### config.mk
export PLATFORM = sky130hd
export DESIGN_NAME = arbiter3_out_buffer
export DESIGN_NICKNAME = d
export VERILOG_FILES = /design/src/rtl/arb3_pkg.sv /design/src/rtl/arb3_fifo_mem.sv /design/src/rtl/arbiter3_out_buffer.sv
export SDC_FILE = /design/constraint.sdc
export NUM_CORES = 1
export LEC_CHECK = 0
export ABC_AREA = 0
export CAP_MARGIN = 10
export CORE_MARGIN = 2
export CORE_UTILIZATION = 55
export CTS_BUF_LIST = sky130_fd_sc_hd__clkbuf_4
export CTS_CLUSTER_DIAMETER = 150
export CTS_CLUSTER_SIZE = 8
export DETAILED_ROUTE_END_ITERATION = 10
export DONT_BUFFER_PORTS = 1
export PLACE_DENSITY = 0.78
export REMOVE_ABC_BUFFERS = 1
export SYNTH_ARGS = -nofsm -noshare
export SYNTH_HDL_FRONTEND = slang
export SYNTH_SLANG_ARGS = --single-unit
### constraint.sdc
create_clock -name clk -period 3.1 [get_ports clk]
set_input_delay 0.93 -clock clk [delete_from_list [all_inputs] [get_ports clk]]
set_output_delay 0.93 -clock clk [all_outputs]
set_load 0.03 [all_outputs]
### src/rtl/arb3_pkg.sv
// Shared types and grant-decoding helpers for the 3-input arbiter output buffer.
package arb3_pkg;

    localparam int NUM_IN         = 3;
    localparam int SRC_W          = 2;
    localparam int FLIT_W_DEFAULT = 16;

    typedef struct packed {
        logic [SRC_W-1:0]          src;
        logic [FLIT_W_DEFAULT-1:0] flit;
    } flit_entry_t;

    typedef struct packed {
        logic             vld;
        logic [SRC_W-1:0] idx;
    } grant_idx_t;

    function automatic logic is_onehot3(input logic [NUM_IN-1:0] g);
        return (g == 3'b001) || (g == 3'b010) || (g == 3'b100);
    endfunction

    function automatic grant_idx_t onehot3_to_idx(input logic [NUM_IN-1:0] g);
        grant_idx_t r;
        r.vld = is_onehot3(g);
        case (g)
            3'b001:  r.idx = 2'd0;
            3'b010:  r.idx = 2'd1;
            3'b100:  r.idx = 2'd2;
            default: r.idx = 2'd0;
        endcase
        return r;
    endfunction

endpackage

### src/rtl/arb3_fifo_mem.sv
// DEPTH x ENTRY_W register array: one enabled write port, one asynchronous read port.
module arb3_fifo_mem #(
    parameter  int ENTRY_W = 18,
    parameter  int DEPTH   = 4,
    localparam int ADDR_W  = $clog2(DEPTH)
) (
    input  logic               clk,
    input  logic               we,
    input  logic [ADDR_W-1:0]  waddr,
    input  logic [ENTRY_W-1:0] wdata,
    input  logic [ADDR_W-1:0]  raddr,
    output logic [ENTRY_W-1:0] rdata
);

    logic [ENTRY_W-1:0] mem [DEPTH];

    // Storage is deliberately not reset; occupancy tracking lives in the parent.
    always_ff @(posedge clk) begin
        for (int i = 0; i < DEPTH; i++) begin
            if (we && (waddr == ADDR_W'(i))) begin
                mem[i] <= wdata;
            end
        end
    end

    assign rdata = mem[raddr];

endmodule

### src/rtl/arbiter3_out_buffer.sv
// Router output-port buffer behind a 3-input arbiter: grant-muxed write, valid/ready drain.
// Optional macro ARB3_OUTBUF_ALMOST_FULL_EN raises buffer_full_o one entry early.
module arbiter3_out_buffer
    import arb3_pkg::*;
#(
    parameter int FLIT_W = 16,
    parameter int DEPTH  = 4
) (
    input  logic                     clk,
    input  logic                     rst,
    input  logic [2:0]               grant_i,
    input  logic                     grant_v_i,
    input  logic [FLIT_W-1:0]        flit0_i,
    input  logic [FLIT_W-1:0]        flit1_i,
    input  logic [FLIT_W-1:0]        flit2_i,
    output logic                     buffer_full_o,
    output logic [FLIT_W-1:0]        data_o,
    output logic [1:0]               src_o,
    output logic                     valid_o,
    input  logic                     ready_i,
    output logic [$clog2(DEPTH):0]   count_o,
    output logic                     err_o
);

    localparam int PTR_W = $clog2(DEPTH);
    localparam int CNT_W = $clog2(DEPTH) + 1;
    localparam logic [CNT_W-1:0] DEPTH_C  = CNT_W'(DEPTH);
    localparam logic [CNT_W-1:0] ALMOST_C = CNT_W'(DEPTH - 1);

    typedef struct packed {
        logic [SRC_W-1:0]  src;
        logic [FLIT_W-1:0] flit;
    } entry_t;

    logic [PTR_W-1:0] head;
    logic [PTR_W-1:0] tail;
    logic [CNT_W-1:0] count;
    logic             err;

    grant_idx_t  sel;
    logic [FLIT_W-1:0] wflit;
    entry_t      wentry;
    entry_t      rentry;
    logic        store_full;
    logic        write_en;
    logic        pop;
    logic        nonempty;

    assign sel = onehot3_to_idx(grant_i);

    always_comb begin
        wflit = '0;
        case (sel.idx)
            2'd0:    wflit = flit0_i;
            2'd1:    wflit = flit1_i;
            2'd2:    wflit = flit2_i;
            default: wflit = '0;
        endcase
    end

    assign wentry.src  = sel.idx;
    assign wentry.flit = wflit;

    // Storage is truly full only at DEPTH; the early flag below is just advisory slack.
    assign store_full = (count == DEPTH_C);
    assign write_en   = grant_v_i && sel.vld && !store_full;
    assign nonempty   = (count != '0);
    assign pop        = nonempty && ready_i;

`ifdef ARB3_OUTBUF_ALMOST_FULL_EN
    assign buffer_full_o = (count >= ALMOST_C);
`else
    assign buffer_full_o = store_full;
`endif

    always_ff @(posedge clk) begin
        if (rst) begin
            head  <= '0;
            tail  <= '0;
            count <= '0;
            err   <= 1'b0;
        end else begin
            if (write_en) tail <= tail + PTR_W'(1);
            if (pop)      head <= head + PTR_W'(1);
            case ({write_en, pop})
                2'b10:   count <= count + CNT_W'(1);
                2'b01:   count <= count - CNT_W'(1);
                default: count <= count;
            endcase
            if (grant_v_i && (!sel.vld || store_full)) err <= 1'b1;
        end
    end

    arb3_fifo_mem #(
        .ENTRY_W (SRC_W + FLIT_W),
        .DEPTH   (DEPTH)
    ) u_mem (
        .clk   (clk),
        .we    (write_en),
        .waddr (tail),
        .wdata (wentry),
        .raddr (head),
        .rdata (rentry)
    );

    // Stale storage is masked so an empty buffer always presents zeros.
    assign valid_o = nonempty;
    assign data_o  = nonempty ? rentry.flit : '0;
    assign src_o   = nonempty ? rentry.src  : '0;
    assign count_o = count;
    assign err_o   = err;

endmodule

==> results of run 1 <==
==> area by class of cell <==
| type | count | share of cell area (%) |
|---|---|---|
| clock buffers | 10 | 1.95 |
| clock inverters | 6 | 1.50 |
| inverters | 7 | 0.684 |
| multi-input cells | 127 | 28.2 |
| flip-flops and latches | 82 | 61.5 |
| well taps | 77 | 2.51 |
| repair buffers | 12 | 3.65 |
==> flip-flops by register name, summed over array words and instances, names as in the netlist, named ones only <==
signal,count
head,2
count_o,3
tail,2
err_o,1
u_mem.mem,72
==> where the power goes <==
group	total, mW	internal (mW)	leakage (nW)	switching, mW
clock network	0.591	0.250	0.0776	0.341
logic	0.784	0.272	0.504	0.512
registers	1.32	1.26	0.737	0.0584
total	2.70	1.79	1.32	0.911
==> stage by stage <==
stage | util, % | total power, mW | hold slack, ns | setup WS, ns | instances
6_report | 61.2 | 2.70 | 0.561 | 0.299 | 321
2_1_floorplan | - | 1.98 | 0.485 | 0.166 | 216
3_3_place_gp | 59.1 | 2.13 | 0.522 | 0.303 | 305
4_1_cts | 61.2 | 2.73 | 0.537 | 0.243 | 321
5_1_grt | 61.2 | 2.83 | 0.536 | 0.168 | 321
3_5_place_dp | 59.1 | 2.15 | 0.532 | 0.227 | 305
==> kinds of logic (layout without fill, tap and decap cells) <==
kind of cell | Yosys count | count (layout) | synth area share, %
adders and majority gates | 6 | 6 | 2.34
xor gates and xnor gates | 5 | 5 | 1.24
buffers and inverters | 18 | 35 | 2.27
muxes | 19 | 19 | 11.8
DFF | 82 | 82 | 67.0
AOI/OAI and AO/OA | 23 | 23 | 4.76
and+or+nand+nor | 74 | 74 | 10.6
==> synth_stat cells (2+ instances only) <==
cell | number | share of area [%]
xor2_1 | 3 | 0.75
and2_1 | 23 | 4.1
edfxtp_1 | 72 | 61
a22oi_1 | 16 | 3.4
ha_1 | 5 | 1.8
dfxtp_1 | 10 | 5.7
nor2_1 | 10 | 1.1
xnor2_1 | 2 | 0.50
buf_4 | 2 | 0.43
clkbuf_1 | 4 | 0.43
buf_2 | 3 | 0.43
a21oi_1 | 2 | 0.28
nand2_1 | 33 | 3.5
mux4_2 | 18 | 11
or3_1 | 2 | 0.35
inv_1 | 7 | 0.75
==> critical path: stages, from the launching register on <==
cell     delay [ns]
dfxtp_1        0.36
buf_4          0.27
mux4_2         0.55
and2_1         0.28
==> layer usage <==
metal | global-route usage, % | routed length [um] | part of all wire (%)
met2 | 32.5 | 3420 | 52
met1 | 24.3 | 2590 | 40
met4 | 9.53 | 118 | 1.8
met3 | 4.45 | 403 | 6.2
met5 | 0 | 0 | 0
==> how the worst max path moves through the flow <==
stage / endpoint / slack (ns) / cells after the start
final: data_o[7] / 0.30 / 3
after detailed placement: count_o[2] / 0.23 / 10
after global placement: count_o[2] / 0.30 / 10
after CTS: data_o[0] / 0.24 / 3
after floorplan: count_o[2] / 0.17 / 10
after global routing: data_o[15] / 0.17 / 3
==> key figures, run 1 <==
Status
  • Outcome: finished, final reports clean

Synth
  • Synth unique cells: 31
  • Most used DFF post-synth: edfxtp_1
  • Mapped Area: 3530 sq um
  • #FFs+latches synth: 82
  • Post-synth EDFFs: 72
  • Ys async rst share: 0%
  • Syn Area/Cell: ~16 sq um
  • Yosys warns: 0
  • Cells after Synth: 227
  • Sequential element share of the synthesized area: 67.0%

Power and ir drop
  • Maximum VDD drop: 0.414 mV
  • Pwr/cell area: 702 nW/um^2
  • Leakage: 1.32 nW

Finish
  • Area delta synth->final: 8.94%
  • Commonest non-fill, non-tap cells in the layout: 72 x edfxtp_1, 33 x nand2_1, 23 x and2_1
  • Seq. cell area: 2360 sq um
  • Final nets: 300
  • ANT cells: 0
  • Design area: 3840 sq um
  • Multi-input logic area: 1080 sq um
  • Most common cell after layout, fill and taps aside: edfxtp_1
  • FILL cells: 472
  • Layout cells sized above 1: 19.7%

Worst setup path
  • Crit path DAT: 1.87 ns
  • CP Class: reg2out
  • R2R cell count: 9
  • R2r setup slk: about 0.69 ns
  • Reg-to-reg startpoint: count_o[2]
  • CP endpoint kind: output pin
  • Req. time, crit path: about 2.2 ns
  • R2R Path End: count_o[2]
  • Crit start category: register
  • CP max FO: 12

Global route
  • Initial antenna violation count: 0
  • Total GRT Usage: ~20%
  • Vias in the first global route: just under 2,000
  • Final global-route overflow total: 0
  • First-pass GRT wire length: ~10,000 um
  • Largest net degree at the start of global routing: 22

Place
  • RD Place Congestion: 0.701
  • Placed cell areas: 3710 sq um
  • Port buffer count: 0
  • Post-DP HPWL: 4480 um

Die
  • Die area: 7070 sq um
  • Core Area: 6280 sq um
  • Starting Density: between 50% and 60%
  • IO Pins: just under 80
  • Std-Cell Rows: 29
  • Die width: 84.1 um
  • Die Y: roughly 84 um

Route
  • Final ANT Viol Nets: 0
  • Vias per cell: approximately 6
  • DR iter-0 viols: 88
  • DRC viols: 0
  • Vias: approximately 1,900
  • WL/cell: 20.3 um
  • Drt total wl: 6530 um
  • TritonRoute pass-1 iters: 4

CTS
  • Setup bufs post-CTS: 0
  • Clock buffer depth: 2
  • Root Buffer Master: clkbuf_4
  • Worst skew pair latency: between 0.4 and 0.5 ns
  • # hold bufs at CTS: 0
  • CTS sink cnt: a little over 80
  • H-tree Lvls: 3
  • Cts repair resizes: 0
  • CTS Buf Count: 9
  • CTS tree: built
  • Clk pin slew, worst setup/hold paths: between 0.1 and 0.15 ns

Timing
  • Unrepaired setup endpoints after global routing: no
  • Final max-slew violation count: 0
  • Final setup fails: 0
  • Post-route clock period utilization: roughly nine tenths
  • Slew margin rel.: 60.4%
  • Post-Route Skew: 0.0127 ns
  • Fmax: 357 MHz
  • Min cycle time layout: 2.80 ns
  • Final TNS setup: 0 ns
  • Final hold violation count: 0
  • Least-Margin Pin Slew: just under 0.6 ns

Flow run
  • Max-cap violations: 0

Min path
  • WHS Endpoint: head[0]
  • Hold Path Class: reg2reg
  • Hold path depth: 2
  • HP Start: head[0]
Note: power is estimated with default switching activity, not from simulation.
==> inputs of run 2 (changes only) <==
==> constraint.sdc (replaced) <==
create_clock -name clk -period 3.1 [get_ports clk]
set_input_delay 0.62 -clock clk [delete_from_list [all_inputs] [get_ports clk]]
set_output_delay 0.62 -clock clk [all_outputs]
set_load 0.03 [all_outputs]
==> run 2 against run 1 <==
  * Setup slack improved by 0.071 ns
  * Sequential power is essentially flat
  * Cell area decreased by 2.1%
  * Die area unchanged
  * Global-route usage fell by 0.85 points
  * Clock skew hardly changed
  * Worst hold slack got worse by 0.31 ns
  * Via count decreased by 1.9%
  * Critical path depth did not move
  * Non-clock buffer count is 2 lower
  * Clock-buffer cell count is 1 higher
  * Critical path type unchanged
==> key figures, run 2 (same netlist as run 1, synthesis figures left out) <==
Status
  • Outcome: finished, final reports clean (unchanged)

CTS
  • Setup bufs post-CTS: 0 (unchanged)
  • # hold bufs at CTS: 0 (unchanged)
  • CTS Buf Count: 9 (unchanged)
  • Clock buffer depth: 2 (unchanged)
  • Worst skew pair latency: 0.41 ns (about the same)
  • CTS sink cnt: 82 (unchanged)
  • CTS tree: built (unchanged)
  • Cts repair resizes: 0 (unchanged)
  • Clk pin slew, worst setup/hold paths: 0.12 ns (about the same)
  • H-tree Lvls: 3 (unchanged)
  • Root Buffer Master: clkbuf_4 (unchanged)

Finish
  • Layout cells sized above 1: 18.2% (was 19.7%)
  • FILL cells: 476 (was 472)
  • Commonest non-fill, non-tap cells in the layout: 72 x edfxtp_1, 33 x nand2_1, 23 x and2_1 (unchanged)
  • Final core utilization: 59.9% (was 61.2%)
  • Most common cell after layout, fill and taps aside: edfxtp_1 (unchanged)
  • Area delta synth->final: 6.64% (was 8.94%)
  • Largest register FFs: 72 (unchanged)
  • Reg with most FFs: u_mem.mem (unchanged)
  • Final nets: 298 (was 300)
  • ANT cells: 0 (unchanged)

Power and ir drop
  • Sequential power share: 51.6% (was 49.0%)
  • Combinational share of power: 29.3% (was 29.1%)
  • Sw Share: 34.2% (was 33.8%)
  • Clock power share: 19.1% (was 21.9%)
  • Maximum VDD drop: 0.379 mV (was 0.414 mV)
  • Power, Total: 2.60 mW (was 2.70 mW)
  • P_sw: 0.889 mW (was 0.911 mW)
  • Power Internal: 1.71 mW (was 1.79 mW)
  • Leakage: 1.29 nW (was 1.32 nW)
  • Pwr/cell area: 692 nW/um^2 (was 702 nW/um^2)

Die
  • Std-Cell Rows: 29 (unchanged)
  • IO Pins: 79 (unchanged)
  • Die Y: 84.1 um (unchanged)
  • Die area: 7070 sq um (unchanged)
  • Starting Density: 56.2% (unchanged)
  • Die width: 84.1 um (unchanged)
  • Core Area: 6280 sq um (unchanged)

Place
  • Port buffer count: 0 (unchanged)
  • RD Place Congestion: 0.682 (was 0.701)
  • Post-DP HPWL: 4210 um (was 4480 um)

Flow run
  • Max-cap violations: 0 (unchanged)

Timing
  • Slew margin rel.: 59.8% (was 60.4%)
  • Final hold violation count: 0 (unchanged)
  • Post-Route Skew: 0.0126 ns (was 0.0127 ns)
  • Post-route clock period utilization: 88.1% (was 90.3%)
  • Unrepaired setup endpoints after global routing: no (unchanged)
  • Min cycle time layout: 2.73 ns (was 2.80 ns)
  • Least-Margin Pin Slew: 0.601 ns (was 0.592 ns)
  • Final setup fails: 0 (unchanged)
  • Fmax: 366 MHz (was 357 MHz)
  • Final TNS setup: 0 ns (unchanged)
  • Final max-slew violation count: 0 (unchanged)

Min path
  • Hold Path Class: in2reg (was reg2reg)
  • Hold path depth: 1 (was 2)

Route
  • Drt total wl: 6160 um (was 6530 um)
  • Vias per cell: 5.84 (was 5.91)
  • TritonRoute pass-1 iters: 4 (unchanged)
  • DR iter-0 viols: 142 (was 88)
  • WL/cell: 19.3 um (was 20.3 um)
  • Final ANT Viol Nets: 0 (unchanged)
  • DRC viols: 0 (unchanged)
  • Vias: 1,862 (was 1,898)

Worst setup path
  • CP max FO: 12 (unchanged)
  • Max stage delay on crit path: 0.67 ns (was 0.55 ns)
  • CP endpoint kind: output pin (unchanged)
  • Req. time, crit path: 2.48 ns (was 2.17 ns)
  • CP Class: reg2out (unchanged)
  • R2r setup slk: 0.71 ns (was 0.69 ns)
  • Reg-to-reg startpoint: count_o[2] (unchanged)
  • R2R cell count: 9 (unchanged)
  • Crit path capture: data_o[12] (was data_o[7])
  • R2R Path End: count_o[2] (unchanged)
  • Crit path DAT: 2.11 ns (was 1.87 ns)
  • Crit start category: register (unchanged)
  • Worst path cell trace: buf_12 > mux4_2 > and2_1 (was buf_4 > mux4_2 > and2_1)
  • Crit path max-delay cell type: dfxtp_1 (was mux4_2)

Global route
  • Largest net degree at the start of global routing: 22 (unchanged)
  • Initial antenna violation count: 0 (unchanged)
  • Total GRT Usage: 18.7% (was 19.6%)
  • Final global-route overflow total: 0 (unchanged)
  • First-pass GRT wire length: 9880 um (was 10,200 um)
  • Vias in the first global route: 1,973 (was 1,983)
run 2: changes by cell type in the layout (fill, tap and decap cells not counted):
cell       delta
buf_12        -3
buf_4         +1
bufinv_16     -1
clkinv_2      -1
clkbuf_4      +1
clkinv_4      -1
clkinv_1      +2
run 2: critical path, delay by kind of cell, from the launching register on:
family	cells	cell delay (ns)
buffers and inverters	1	0.23
DFF	1	0.67
muxes	1	0.52
and+or+nand+nor	1	0.28
run 2: power groups by stage:
stage / Clock [mW] / Sequential (mW) / Combinational [mW]
floorplan: 0 / 1.38 / 0.597
CTS: 0.510 / 1.34 / 0.776
detailed placement: 0 / 1.37 / 0.775
finish: 0.496 / 1.34 / 0.762
global placement: 0 / 1.37 / 0.762
global route: 0.558 / 1.35 / 0.823
run 2: routing by layer:
| layer | routed length (um) | vias to the layer above | share of wire, % | GRT usage, % |
|---|---|---|---|---|
| met5 | 0 | - | 0 | 0 |
| met4 | 88 | 0 | 1.4 | 6.30 |
| met3 | 379 | 9 | 6.2 | 5.34 |
| met2 | 3060 | 64 | 50 | 30.9 |
| met1 | 2630 | 915 | 43 | 24.0 |
| li1 | - | 874 | - | - |
run 2: through the flow:
step	instance area [sq um]	setup slack, ns	cells	hold WS, ns
global placement	3660	0.616	303	0.503
finish	3760	0.370	319	0.256
global route	3760	0.229	319	0.212
floorplan	3470	0.476	216	0.485
detailed placement	3660	0.555	303	0.539
CTS	3760	0.291	319	0.238
run 2: cell type report:
cell class | count | area, sq um | area share [%]
sequential | 82 | 2360 | 62.8
inverter | 7 | 26.3 | 0.699
tap | 77 | 96.3 | 2.56
clock inverter | 5 | 21.3 | 0.566
clock buffer | 11 | 82.6 | 2.20
multi-input combinational | 127 | 1080 | 28.8
timing repair buffer | 10 | 87.6 | 2.33
run 2: worst min-delay path by stage:
stage	startpoint	slack, ns	to
3_3_place_gp	head[1]	0.50	register
2_1_floorplan	head[1]	0.48	register
4_1_cts	rst	0.24	count_o[2]
5_1_grt	rst	0.21	count_o[2]
3_5_place_dp	head[0]	0.54	register
6_report	rst	0.26	count_o[2]
